$ cat config.mk
export PLATFORM = sky130hd
export DESIGN_NAME = lcd_timing_driver_flat
export DESIGN_NICKNAME = d
export VERILOG_FILES = /design/src/rtl/lcd_timing_driver_if.sv /design/src/rtl/lcd_timing_driver.sv /design/src/flat_wrapper.sv
export SDC_FILE = /design/constraint.sdc
export NUM_CORES = 1
export LEC_CHECK = 0
export ABC_AREA = 1
export BUFFER_PORTS_ARGS = -buffer_cell sky130_fd_sc_hd__buf_4
export CAP_MARGIN = 0
export CORE_ASPECT_RATIO = 0.7
export CORE_MARGIN = 1.5
export CORE_UTILIZATION = 30
export CTS_BUF_LIST = sky130_fd_sc_hd__clkbuf_16
export DETAILED_ROUTE_END_ITERATION = 6
export GPL_TIMING_DRIVEN = 0
export SYNTH_ARGS = -nofsm -noshare
export SYNTH_HDL_FRONTEND = slang
export SYNTH_SLANG_ARGS = --single-unit
export TNS_END_PERCENT = 50
$ cat constraint.sdc
create_clock -name lcd_pclk -period 2.7 [get_ports lcd_pclk]
set_input_delay 0.54 -clock lcd_pclk [delete_from_list [all_inputs] [get_ports lcd_pclk]]
set_output_delay 0.54 -clock lcd_pclk [all_outputs]
set_load 0.05 [all_outputs]
$ cat src/rtl/lcd_timing_driver_if.sv
// Purpose: groups the generator request/response and panel pin signals of the LCD timing driver.
// Latency: none, wiring only.
// Backpressure: none; the panel timing is free-running and the generator must answer on a fixed latency.
interface lcd_timing_driver_if;
    logic        disp_en;
    logic [23:0] pixel_data;
    logic [10:0] pixel_xpos;
    logic [10:0] pixel_ypos;
    logic        lcd_hs;
    logic        lcd_vs;
    logic        lcd_de;
    logic [23:0] lcd_rgb;
    logic        lcd_bl;
    logic        frame_start;

    // Driver side: produces timing and coordinates, consumes enable and pixel data.
    modport master (
        input  disp_en,
        input  pixel_data,
        output pixel_xpos,
        output pixel_ypos,
        output lcd_hs,
        output lcd_vs,
        output lcd_de,
        output lcd_rgb,
        output lcd_bl,
        output frame_start
    );

    // Generator / panel side.
    modport slave (
        output disp_en,
        output pixel_data,
        input  pixel_xpos,
        input  pixel_ypos,
        input  lcd_hs,
        input  lcd_vs,
        input  lcd_de,
        input  lcd_rgb,
        input  lcd_bl,
        input  frame_start
    );
endinterface

$ cat src/rtl/lcd_timing_driver.sv
// Purpose: LCD panel timing generator that requests pixels and re-aligns them with sync/de.
// Latency: counter state to panel pins is PIX_LAT+2 cycles; coordinates leave 1 cycle after the counters.
// Backpressure: none; the generator must return pixel_data exactly PIX_LAT cycles after the coordinates.
module lcd_timing_driver #(
    parameter logic [10:0] H_SYNC  = 11'd41,
    parameter logic [10:0] H_BACK  = 11'd2,
    parameter logic [10:0] H_DISP  = 11'd480,
    parameter logic [10:0] H_FRONT = 11'd2,
    parameter logic [10:0] V_SYNC  = 11'd10,
    parameter logic [10:0] V_BACK  = 11'd2,
    parameter logic [10:0] V_DISP  = 11'd272,
    parameter logic [10:0] V_FRONT = 11'd2,
    parameter int          PIX_LAT = 1
) (
    input  logic                  lcd_pclk,
    input  logic                  sys_rst_n,
    lcd_timing_driver_if.master   bus
);
    // Delay line depth: one stage for the coordinate register, PIX_LAT for the
    // generator, one for the output register.
    localparam int          DLY     = PIX_LAT + 2;
    localparam logic [10:0] H_TOTAL = H_SYNC + H_BACK + H_DISP + H_FRONT;
    localparam logic [10:0] V_TOTAL = V_SYNC + V_BACK + V_DISP + V_FRONT;
    localparam logic [10:0] H_ACT_S = H_SYNC + H_BACK;
    localparam logic [10:0] H_ACT_E = H_ACT_S + H_DISP;
    localparam logic [10:0] V_ACT_S = V_SYNC + V_BACK;
    localparam logic [10:0] V_ACT_E = V_ACT_S + V_DISP;

    typedef enum logic {IDLE, RUN} state_t;

    state_t            state_q, state_d;
    logic [10:0]       h_cnt_q, h_cnt_d;
    logic [10:0]       v_cnt_q, v_cnt_d;
    logic              frame_end;
    logic              hs_n, vs_n, act, fs;
    logic [DLY-1:0]    hs_dly_q, vs_dly_q, act_dly_q, fs_dly_q;
    logic [10:0]       xpos_q, ypos_q;
    logic [23:0]       rgb_q;
    logic              bl_q;

    assign frame_end = (h_cnt_q == H_TOTAL - 11'd1) && (v_cnt_q == V_TOTAL - 11'd1);

    // Next state and counter advance; a stop request only takes effect at the frame end.
    always_comb begin
        state_d = state_q;
        h_cnt_d = h_cnt_q;
        v_cnt_d = v_cnt_q;
        case (state_q)
            IDLE: begin
                h_cnt_d = 11'd0;
                v_cnt_d = 11'd0;
                if (bus.disp_en) begin
                    state_d = RUN;
                end
            end
            RUN: begin
                if (h_cnt_q == H_TOTAL - 11'd1) begin
                    h_cnt_d = 11'd0;
                    v_cnt_d = (v_cnt_q == V_TOTAL - 11'd1) ? 11'd0 : v_cnt_q + 11'd1;
                end else begin
                    h_cnt_d = h_cnt_q + 11'd1;
                end
                if (frame_end && !bus.disp_en) begin
                    state_d = IDLE;
                end
            end
        endcase
    end

    // State and counter registers.
    always_ff @(posedge lcd_pclk or negedge sys_rst_n) begin
        if (!sys_rst_n) begin
            state_q <= IDLE;
            h_cnt_q <= 11'd0;
            v_cnt_q <= 11'd0;
        end else begin
            state_q <= state_d;
            h_cnt_q <= h_cnt_d;
            v_cnt_q <= v_cnt_d;
        end
    end

    // Stage 0 decode of the counters; IDLE looks like a permanent blanking interval.
    always_comb begin
        hs_n = 1'b1;
        vs_n = 1'b1;
        act  = 1'b0;
        fs   = 1'b0;
        if (state_q == RUN) begin
            hs_n = !(h_cnt_q < H_SYNC);
            vs_n = !(v_cnt_q < V_SYNC);
            act  = (h_cnt_q >= H_ACT_S) && (h_cnt_q < H_ACT_E) &&
                   (v_cnt_q >= V_ACT_S) && (v_cnt_q < V_ACT_E);
            fs   = (h_cnt_q == 11'd0) && (v_cnt_q == 11'd0);
        end
    end

    // Sync/de delay line keeps shifting in IDLE so the last frame drains out intact.
    always_ff @(posedge lcd_pclk or negedge sys_rst_n) begin
        if (!sys_rst_n) begin
            hs_dly_q  <= '1;
            vs_dly_q  <= '1;
            act_dly_q <= '0;
            fs_dly_q  <= '0;
        end else begin
            hs_dly_q  <= {hs_dly_q[DLY-2:0], hs_n};
            vs_dly_q  <= {vs_dly_q[DLY-2:0], vs_n};
            act_dly_q <= {act_dly_q[DLY-2:0], act};
            fs_dly_q  <= {fs_dly_q[DLY-2:0], fs};
        end
    end

    // Stage 1 coordinate requests (1-based inside the active window) and backlight.
    always_ff @(posedge lcd_pclk or negedge sys_rst_n) begin
        if (!sys_rst_n) begin
            xpos_q <= 11'd0;
            ypos_q <= 11'd0;
            bl_q   <= 1'b0;
        end else begin
            xpos_q <= act ? h_cnt_q - H_ACT_S + 11'd1 : 11'd0;
            ypos_q <= act ? v_cnt_q - V_ACT_S + 11'd1 : 11'd0;
            bl_q   <= (state_d == RUN);
        end
    end

    // Capture returned pixels in step with de; force black outside the active window.
    always_ff @(posedge lcd_pclk or negedge sys_rst_n) begin
        if (!sys_rst_n) begin
            rgb_q <= 24'h0;
        end else begin
            rgb_q <= act_dly_q[DLY-2] ? bus.pixel_data : 24'h0;
        end
    end

    assign bus.pixel_xpos  = xpos_q;
    assign bus.pixel_ypos  = ypos_q;
    assign bus.lcd_hs      = hs_dly_q[DLY-1];
    assign bus.lcd_vs      = vs_dly_q[DLY-1];
    assign bus.lcd_de      = act_dly_q[DLY-1];
    assign bus.frame_start = fs_dly_q[DLY-1];
    assign bus.lcd_rgb     = rgb_q;
    assign bus.lcd_bl      = bl_q;
endmodule

$ cat src/flat_wrapper.sv
// flat-port wrapper written by rule: the top's interface ports become plain ports
module lcd_timing_driver_flat 
#(
    parameter logic [10:0] H_SYNC  = 11'd41,
    parameter logic [10:0] H_BACK  = 11'd2,
    parameter logic [10:0] H_DISP  = 11'd480,
    parameter logic [10:0] H_FRONT = 11'd2,
    parameter logic [10:0] V_SYNC  = 11'd10,
    parameter logic [10:0] V_BACK  = 11'd2,
    parameter logic [10:0] V_DISP  = 11'd272,
    parameter logic [10:0] V_FRONT = 11'd2,
    parameter int          PIX_LAT = 1
)
  (lcd_pclk, sys_rst_n, bus_disp_en, bus_pixel_data, bus_pixel_xpos, bus_pixel_ypos, bus_lcd_hs, bus_lcd_vs, bus_lcd_de, bus_lcd_rgb, bus_lcd_bl, bus_frame_start);
  lcd_timing_driver_if bus_i ();
  input  logic lcd_pclk;
  input  logic sys_rst_n;
  input wire logic [$bits(bus_i.disp_en)-1:0] bus_disp_en;
  input wire logic [$bits(bus_i.pixel_data)-1:0] bus_pixel_data;
  output wire logic [$bits(bus_i.pixel_xpos)-1:0] bus_pixel_xpos;
  output wire logic [$bits(bus_i.pixel_ypos)-1:0] bus_pixel_ypos;
  output wire logic [$bits(bus_i.lcd_hs)-1:0] bus_lcd_hs;
  output wire logic [$bits(bus_i.lcd_vs)-1:0] bus_lcd_vs;
  output wire logic [$bits(bus_i.lcd_de)-1:0] bus_lcd_de;
  output wire logic [$bits(bus_i.lcd_rgb)-1:0] bus_lcd_rgb;
  output wire logic [$bits(bus_i.lcd_bl)-1:0] bus_lcd_bl;
  output wire logic [$bits(bus_i.frame_start)-1:0] bus_frame_start;
  assign bus_i.disp_en = bus_disp_en;
  assign bus_i.pixel_data = bus_pixel_data;
  assign bus_pixel_xpos = bus_i.pixel_xpos;
  assign bus_pixel_ypos = bus_i.pixel_ypos;
  assign bus_lcd_hs = bus_i.lcd_hs;
  assign bus_lcd_vs = bus_i.lcd_vs;
  assign bus_lcd_de = bus_i.lcd_de;
  assign bus_lcd_rgb = bus_i.lcd_rgb;
  assign bus_lcd_bl = bus_i.lcd_bl;
  assign bus_frame_start = bus_i.frame_start;
  lcd_timing_driver #(.H_SYNC(H_SYNC), .H_BACK(H_BACK), .H_DISP(H_DISP), .H_FRONT(H_FRONT), .V_SYNC(V_SYNC), .V_BACK(V_BACK), .V_DISP(V_DISP), .V_FRONT(V_FRONT), .PIX_LAT(PIX_LAT)) u_core (.lcd_pclk(lcd_pclk), .sys_rst_n(sys_rst_n), .bus(bus_i));
endmodule
==> impl_metrics.ini, run 1 <==
[status]
status = complete, no violations

[critical_path]
path_class = flip-flop to flip-flop
path_depth = 9
cp-startpoint = u_core.h_cnt_q[1]
path_cells = inv_1 > ha_1 > nand2_1 > nor2_1 > nand3_2 > nand2_2 > buf_6 > nand2_1 > or2_1
cp.arrival_ns = 2.08
endpoint = u_core.state_q
critPathRequiredTime_ns = 2.93
rr_endpoint = u_core.state_q
slowest_delay_ns = 0.45
crit_path_frequent_cell = nand2_1
path_delay_family = simple AND/OR/NAND/NOR gates
slowest_stage = dfrtp_1
end_kind = flip-flop
rrSetupSlack_ns = 0.85
worstRegToRegCells = 9
cp_num_buf_inv = 2
r2r_start = u_core.h_cnt_q[1]
cp-start-kind = flip-flop
cp_max_fo = 10

[detailed_routing]
post_drt_wl_per_cell_um = 11.8
ant_nets = 0
drc_errors = 0
drtIter0Drc = 220
dr.pass1.iters = 5
wl_mm = 7.98
vias_per_cell = 4.29
num_vias = 2893

[power]
internal_power_uw = 2300
seq_power_share_pct = 41.0
p_leak_uw = 0.00277
power.density_nw_per_um2 = 709
combPwrFrac_pct = 21.9
p_sw_share_pct = 32.2
vdd.ir_drop.worst_uv = 304
clock_power_share_pct = 37.1
p_switching_uw = 1090

[yosys]
synth_edf_count = 0
synth.most_common_cell = nand2_1
synth_cell_type_count = 28
synthCells = 424
yosysSeqAreaShare_pct = 55.0
avgSynthCellArea_um2 = 8.73
synthArstFlopShare_pct = 100
synth_top_area_share_pct = 50.7
yosysWarnings = 0
ys_seq_elements = 81
synth_top_flop_cell = dfrtp_1
synth_common_cells = nand2_1 (105), dfrtp_1 (75), inv_1 (55), nor2_1 (45), nor2_2 (21)
synth_area_leaders = dfrtp_1 (51%), nand2_1 (11%), inv_1 (5.6%), nor2_1 (4.6%), dfstp_2 (4.3%)
yosysTopAreaCell = dfrtp_1
synth_area_um2 = 3700

[floorplan]
dieHeight_um = 95.9
die_area_um2 = 13000
die_w_um = 136
ios = 78
coreArea_um2 = 11900
rows = 33
start_util_pct = 31.2

[clock_network]
post_cts.repair.setup_buffers = 0
clk_latency_ns = 0.34
cts_num_sinks = 81
cts_tree = built
hold_buffers = 0
clk_path_buf_depth = 2
cts-root-buf = clkbuf_16
clk_pin_slew_worst_paths_ns = 0.07
cts_inserted_buffers = 9
htree_levels = 3
ctsResizeCount = 0

[final_layout]
antennaDiodeCount = 0
syn_to_final_growth_pct = 29.4
nets = 549
drive_above_1_share_pct = 28.4

[sta]
slew_violations = 0
worstMarginPinSlew_ns = 0.992
fin_worst_skew_ns = 0.0120
hold_viol = 0
setup_viol_count_final = 0
finalSetupTns_ns = 0
fmaxAchievable_mhz = 540
timing.final.crit_share_pct = 68.6
rsz0062_at_grt = no
min_period_ns = 1.85
timing.slew.headroom_pct = 33.8
hold_ws_ns = 0.347

[grt]
grt-ovfl-total = 0
grt_max_degree = 82
antenna_found_initial = 0
track_usage_pct = 13.1
grt_pass1_wl_mm = 13.2
grt_pass1_vias = 2790

[min_path]
min_path_type = flip-flop to flip-flop
min_from = u_core.fs_dly_q[0]
hold_path_depth = 0

[place]
post-dp-hpwl_mm = 5.81
gp_congestion = 0.896
port_buffers = 77

[flow_run]
cap_viol_max_count = 0
-- cells in the final DEF (no fill, tap or decap) --
| cell | netlist | routed |
|---|---|---|
| a31oi_1 | 1 | 1 |
| clkinv_4 | 0 | 1 |
| buf_2 | 5 | 5 |
| a21oi_1 | 2 | 2 |
| inv_1 | 55 | 55 |
| buf_6 | 3 | 3 |
| clkinvlp_4 | 0 | 1 |
| and3_1 | 1 | 1 |
| o21ai_0 | 6 | 6 |
| bufinv_16 | 0 | 1 |
| nor2_2 | 21 | 21 |
| xor2_1 | 17 | 17 |
| or2_1 | 1 | 1 |
| o211ai_1 | 1 | 1 |
| nand3_1 | 18 | 18 |
| conb_1 | 1 | 2 |
| dfrtp_1 | 75 | 75 |
| nand2_1 | 105 | 105 |
| nor4_1 | 1 | 1 |
| clkbuf_16 | 0 | 9 |
| buf_4 | 0 | 77 |
| nand4_1 | 12 | 12 |
| nor2_4 | 2 | 2 |
| dfstp_2 | 6 | 6 |
| inv_8 | 0 | 1 |
| nand3_2 | 2 | 2 |
| inv_6 | 0 | 3 |
| ha_1 | 9 | 9 |
| nor3_1 | 6 | 6 |
| inv_2 | 13 | 13 |
| nand2_2 | 2 | 2 |
| o21ai_1 | 10 | 10 |
| nand3b_1 | 1 | 1 |
| nor2_1 | 45 | 45 |
| clkbuf_1 | 3 | 3 |
-- layer usage --
layer  routed length, um  track usage [%]  vias up
met1                3890             18.3     1321
met4                  72             4.57        0
met3                 732             3.48        7
li1                    -                -     1460
met5                   0                0        -
met2                3280             19.6      105
-- worst reg2reg max path, delay by kind of cell, from the launching register on --
family | cells | cell delay, ns
buffers and inverters | 2 | 0.29
AND/OR/NAND/NOR | 6 | 0.74
flip-flops | 1 | 0.45
adder cells (fa/ha/maj) | 1 | 0.25
-- power groups by stage --
stage | Sequential [uW] | Combinational (uW) | Clock (uW)
floorplan | 1430 | 528 | 0
global placement | 1410 | 738 | 0
detailed placement | 1410 | 743 | 0
CTS | 1390 | 748 | 1290
global route | 1410 | 847 | 1350
finish | 1390 | 744 | 1260
-- worst min path at each step --
| stage | slack [ns] | end |
|---|---|---|
| after floorplan | 0.24 | u_core.act_dly_q[0] |
| after CTS | 0.35 | u_core.fs_dly_q[1] |
| after detailed placement | 0.33 | u_core.fs_dly_q[1] |
| after global placement | 0.34 | u_core.act_dly_q[1] |
| final | 0.35 | u_core.fs_dly_q[1] |
| after global routing | 0.35 | u_core.fs_dly_q[1] |
-- sequential cells by signal, summed over array words and instances, names as in the netlist --
register,count
u_core.act_dly_q,3
u_core.bus.lcd_rgb,24
u_core.bus.pixel_xpos,11
u_core.bus.pixel_ypos,11
u_core.fs_dly_q,3
u_core.h_cnt_q,11
u_core.hs_dly_q,3
u_core.state_q,1
u_core.v_cnt_q,11
u_core.vs_dly_q,3
-- layout make-up --
cell class / instances / area, um^2
clock buffer: 9 / 225
timing repair buffer: 77 / 578
clock inverter: 7 / 83.8
sequential: 81 / 2030
tap: 157 / 196
inverter: 68 / 255
buffer: 11 / 70.1
fill: 1188 / 7060
multi-input combinational: 265 / 1340
-- stage by stage --
step | util, % | cells | cell area (um^2) | power (uW) | setup WS (ns)
finish | 40.4 | 675 | 4790 | 3390 | 0.847
global route | 40.4 | 675 | 4790 | 3600 | 0.649
CTS | 40.4 | 675 | 4790 | 3430 | 0.828
detailed placement | 37.8 | 659 | 4480 | 2150 | 0.840
global placement | 37.8 | 659 | 4480 | 2150 | 0.842
floorplan | - | 425 | 3700 | 1960 | 1.14
-- cells by family (layout without fill, tap and decap cells) --
| kind of cell | after synthesis | in the layout | synth area share [%] |
|---|---|---|---|
| xor+xnor | 17 | 17 | 4.02 |
| simple gates | 217 | 217 | 26.2 |
| buf+inv | 79 | 172 | 8.79 |
| fa+ha+maj | 9 | 9 | 3.04 |
| compound gates | 20 | 20 | 2.81 |
| flops | 81 | 81 | 55.0 |
| other cells | 1 | 2 | 0.101 |
Power figures use the tool's default switching activity.
==> run 2: changes to the inputs <==
Clock period 2.7 ns to 1.9 ns, I/O delays scaled along.
==> run 2 against run 1 <==
Net effect: die area is the same; global-route usage stayed put; count of clock-buffer cells in the layout stayed put; first-iteration DRC count shrank 8.2%; non-clock buffer count stayed put.
==> impl_metrics.ini, run 2 (same netlist as run 1, synthesis figures left out) <==
[status]
status = complete, no violations

[sta]
rsz0062_at_grt = no
finalSetupTns_ns = 0
timing.final.crit_share_pct = 90.0
fin_worst_skew_ns = 0.0120
setup_viol_count_final = 0
min_period_ns = 1.71
worstMarginPinSlew_ns = 0.992
slew_violations = 0
timing.slew.headroom_pct = 33.9
hold_viol = 0
timing.final.ws_setup_ns = 0.190
fmaxAchievable_mhz = 585

[grt]
track_usage_pct = 13.1
grt_max_degree = 82
grt_pass1_vias = 2790
grt-ovfl-total = 0
antenna_found_initial = 0
grt_pass1_wl_mm = 13.2

[clock_network]
htree_levels = 3
hold_buffers = 0
clk_latency_ns = 0.34
clk_pin_slew_worst_paths_ns = 0.07
ctsResizeCount = 0
cts-root-buf = clkbuf_16
cts_inserted_buffers = 9
cts_tree = built
clk_path_buf_depth = 2
post_cts.repair.setup_buffers = 0
cts_num_sinks = 81

[final_layout]
nets = 549
drive_above_1_share_pct = 29.3
fin_cells = 675
mostFrequentLayoutCells = nand2_1 (105), buf_4 (77), dfrtp_1 (73)
final_common_cell = nand2_1
multi_input_area_um2 = 1360
n_fill_cell = 1186
fin_area_um2 = 4800
ff_latch_area_um2 = 2040
antennaDiodeCount = 0
largest_reg_flops = 24
syn_to_final_growth_pct = 29.8

[critical_path]
path_depth = 9
cp_max_fo = 10
cp_num_buf_inv = 2
cp-start-kind = flip-flop
slowest_delay_ns = 0.45
r2r_start = u_core.h_cnt_q[1]
path_delay_family = simple AND/OR/NAND/NOR gates
end_kind = flip-flop
cp.arrival_ns = 1.94
cp-startpoint = u_core.h_cnt_q[1]
path_class = flip-flop to flip-flop
path_cells = inv_2 > ha_4 > nand2_1 > nor2_1 > nand3_2 > nand2_2 > buf_6 > nand2_1 > or2_1
critPathRequiredTime_ns = 2.13
worstRegToRegCells = 9
slowest_stage = dfrtp_2
crit_path_frequent_cell = nand2_1
rrSetupSlack_ns = 0.19

[power]
power.density_nw_per_um2 = 1010
vdd.ir_drop.worst_uv = 446
p_leak_uw = 0.00277
power_uw = 4840

[floorplan]
rows = 33
die_w_um = 136
ios = 78
dieHeight_um = 95.9
die_area_um2 = 13000
start_util_pct = 31.2
coreArea_um2 = 11900

[detailed_routing]
post_drt_wl_per_cell_um = 11.8
drtIter0Drc = 202
drc_errors = 0
vias_per_cell = 4.28
num_vias = 2887
wl_mm = 7.97
dr.pass1.iters = 5
ant_nets = 0

[place]
dpl_cell_area_um2 = 4480
post-dp-hpwl_mm = 5.81
port_buffers = 77
gp_congestion = 0.896
dp.cells = 659
pre_cts_ws_ns = 0.0402

[flow_run]
cap_viol_max_count = 0

[min_path]
min_path_type = primary input to asynchronous set/reset pin
## run 2: layer usage
layer  GRT usage, %  part of all wire (%)  vias to the layer above
li1               -                     -                     1460
met1           18.3                    49                     1322
met2           19.6                    41                       98
met3           3.48                   9.0                        7
met4           4.57                   1.0                        0
met5              0                     0                        -
## run 2: final cells by class
cell class,instances,area share (%)
sequential,81,42.4
multi-input combinational,265,28.2
timing repair buffer,77,12.0
inverter,68,5.32
clock buffer,9,4.69
tap,157,4.09
clock inverter,7,1.75
buffer,11,1.46
## run 2: power by group
group	internal, uW	switching (uW)
registers	1860	117
clock network	1040	746
logic	375	700
## run 2: metrics by stage
stage,hold WS (ns),util [%]
2_1_floorplan,0.0844,-
3_3_place_gp,0.335,37.8
3_5_place_dp,0.335,37.8
4_1_cts,0.212,40.4
5_1_grt,0.223,40.5
6_report,0.200,40.5
## run 2: final timing paths
path / end
worst min-delay path: u_core.fs_dly_q[2]
worst min register to register: u_core.fs_dly_q[1]
worst max-delay path: u_core.state_q
max in group asynchronous: u_core.h_cnt_q[0]
worst max register to register: u_core.state_q
min in group lcd_pclk: u_core.state_q
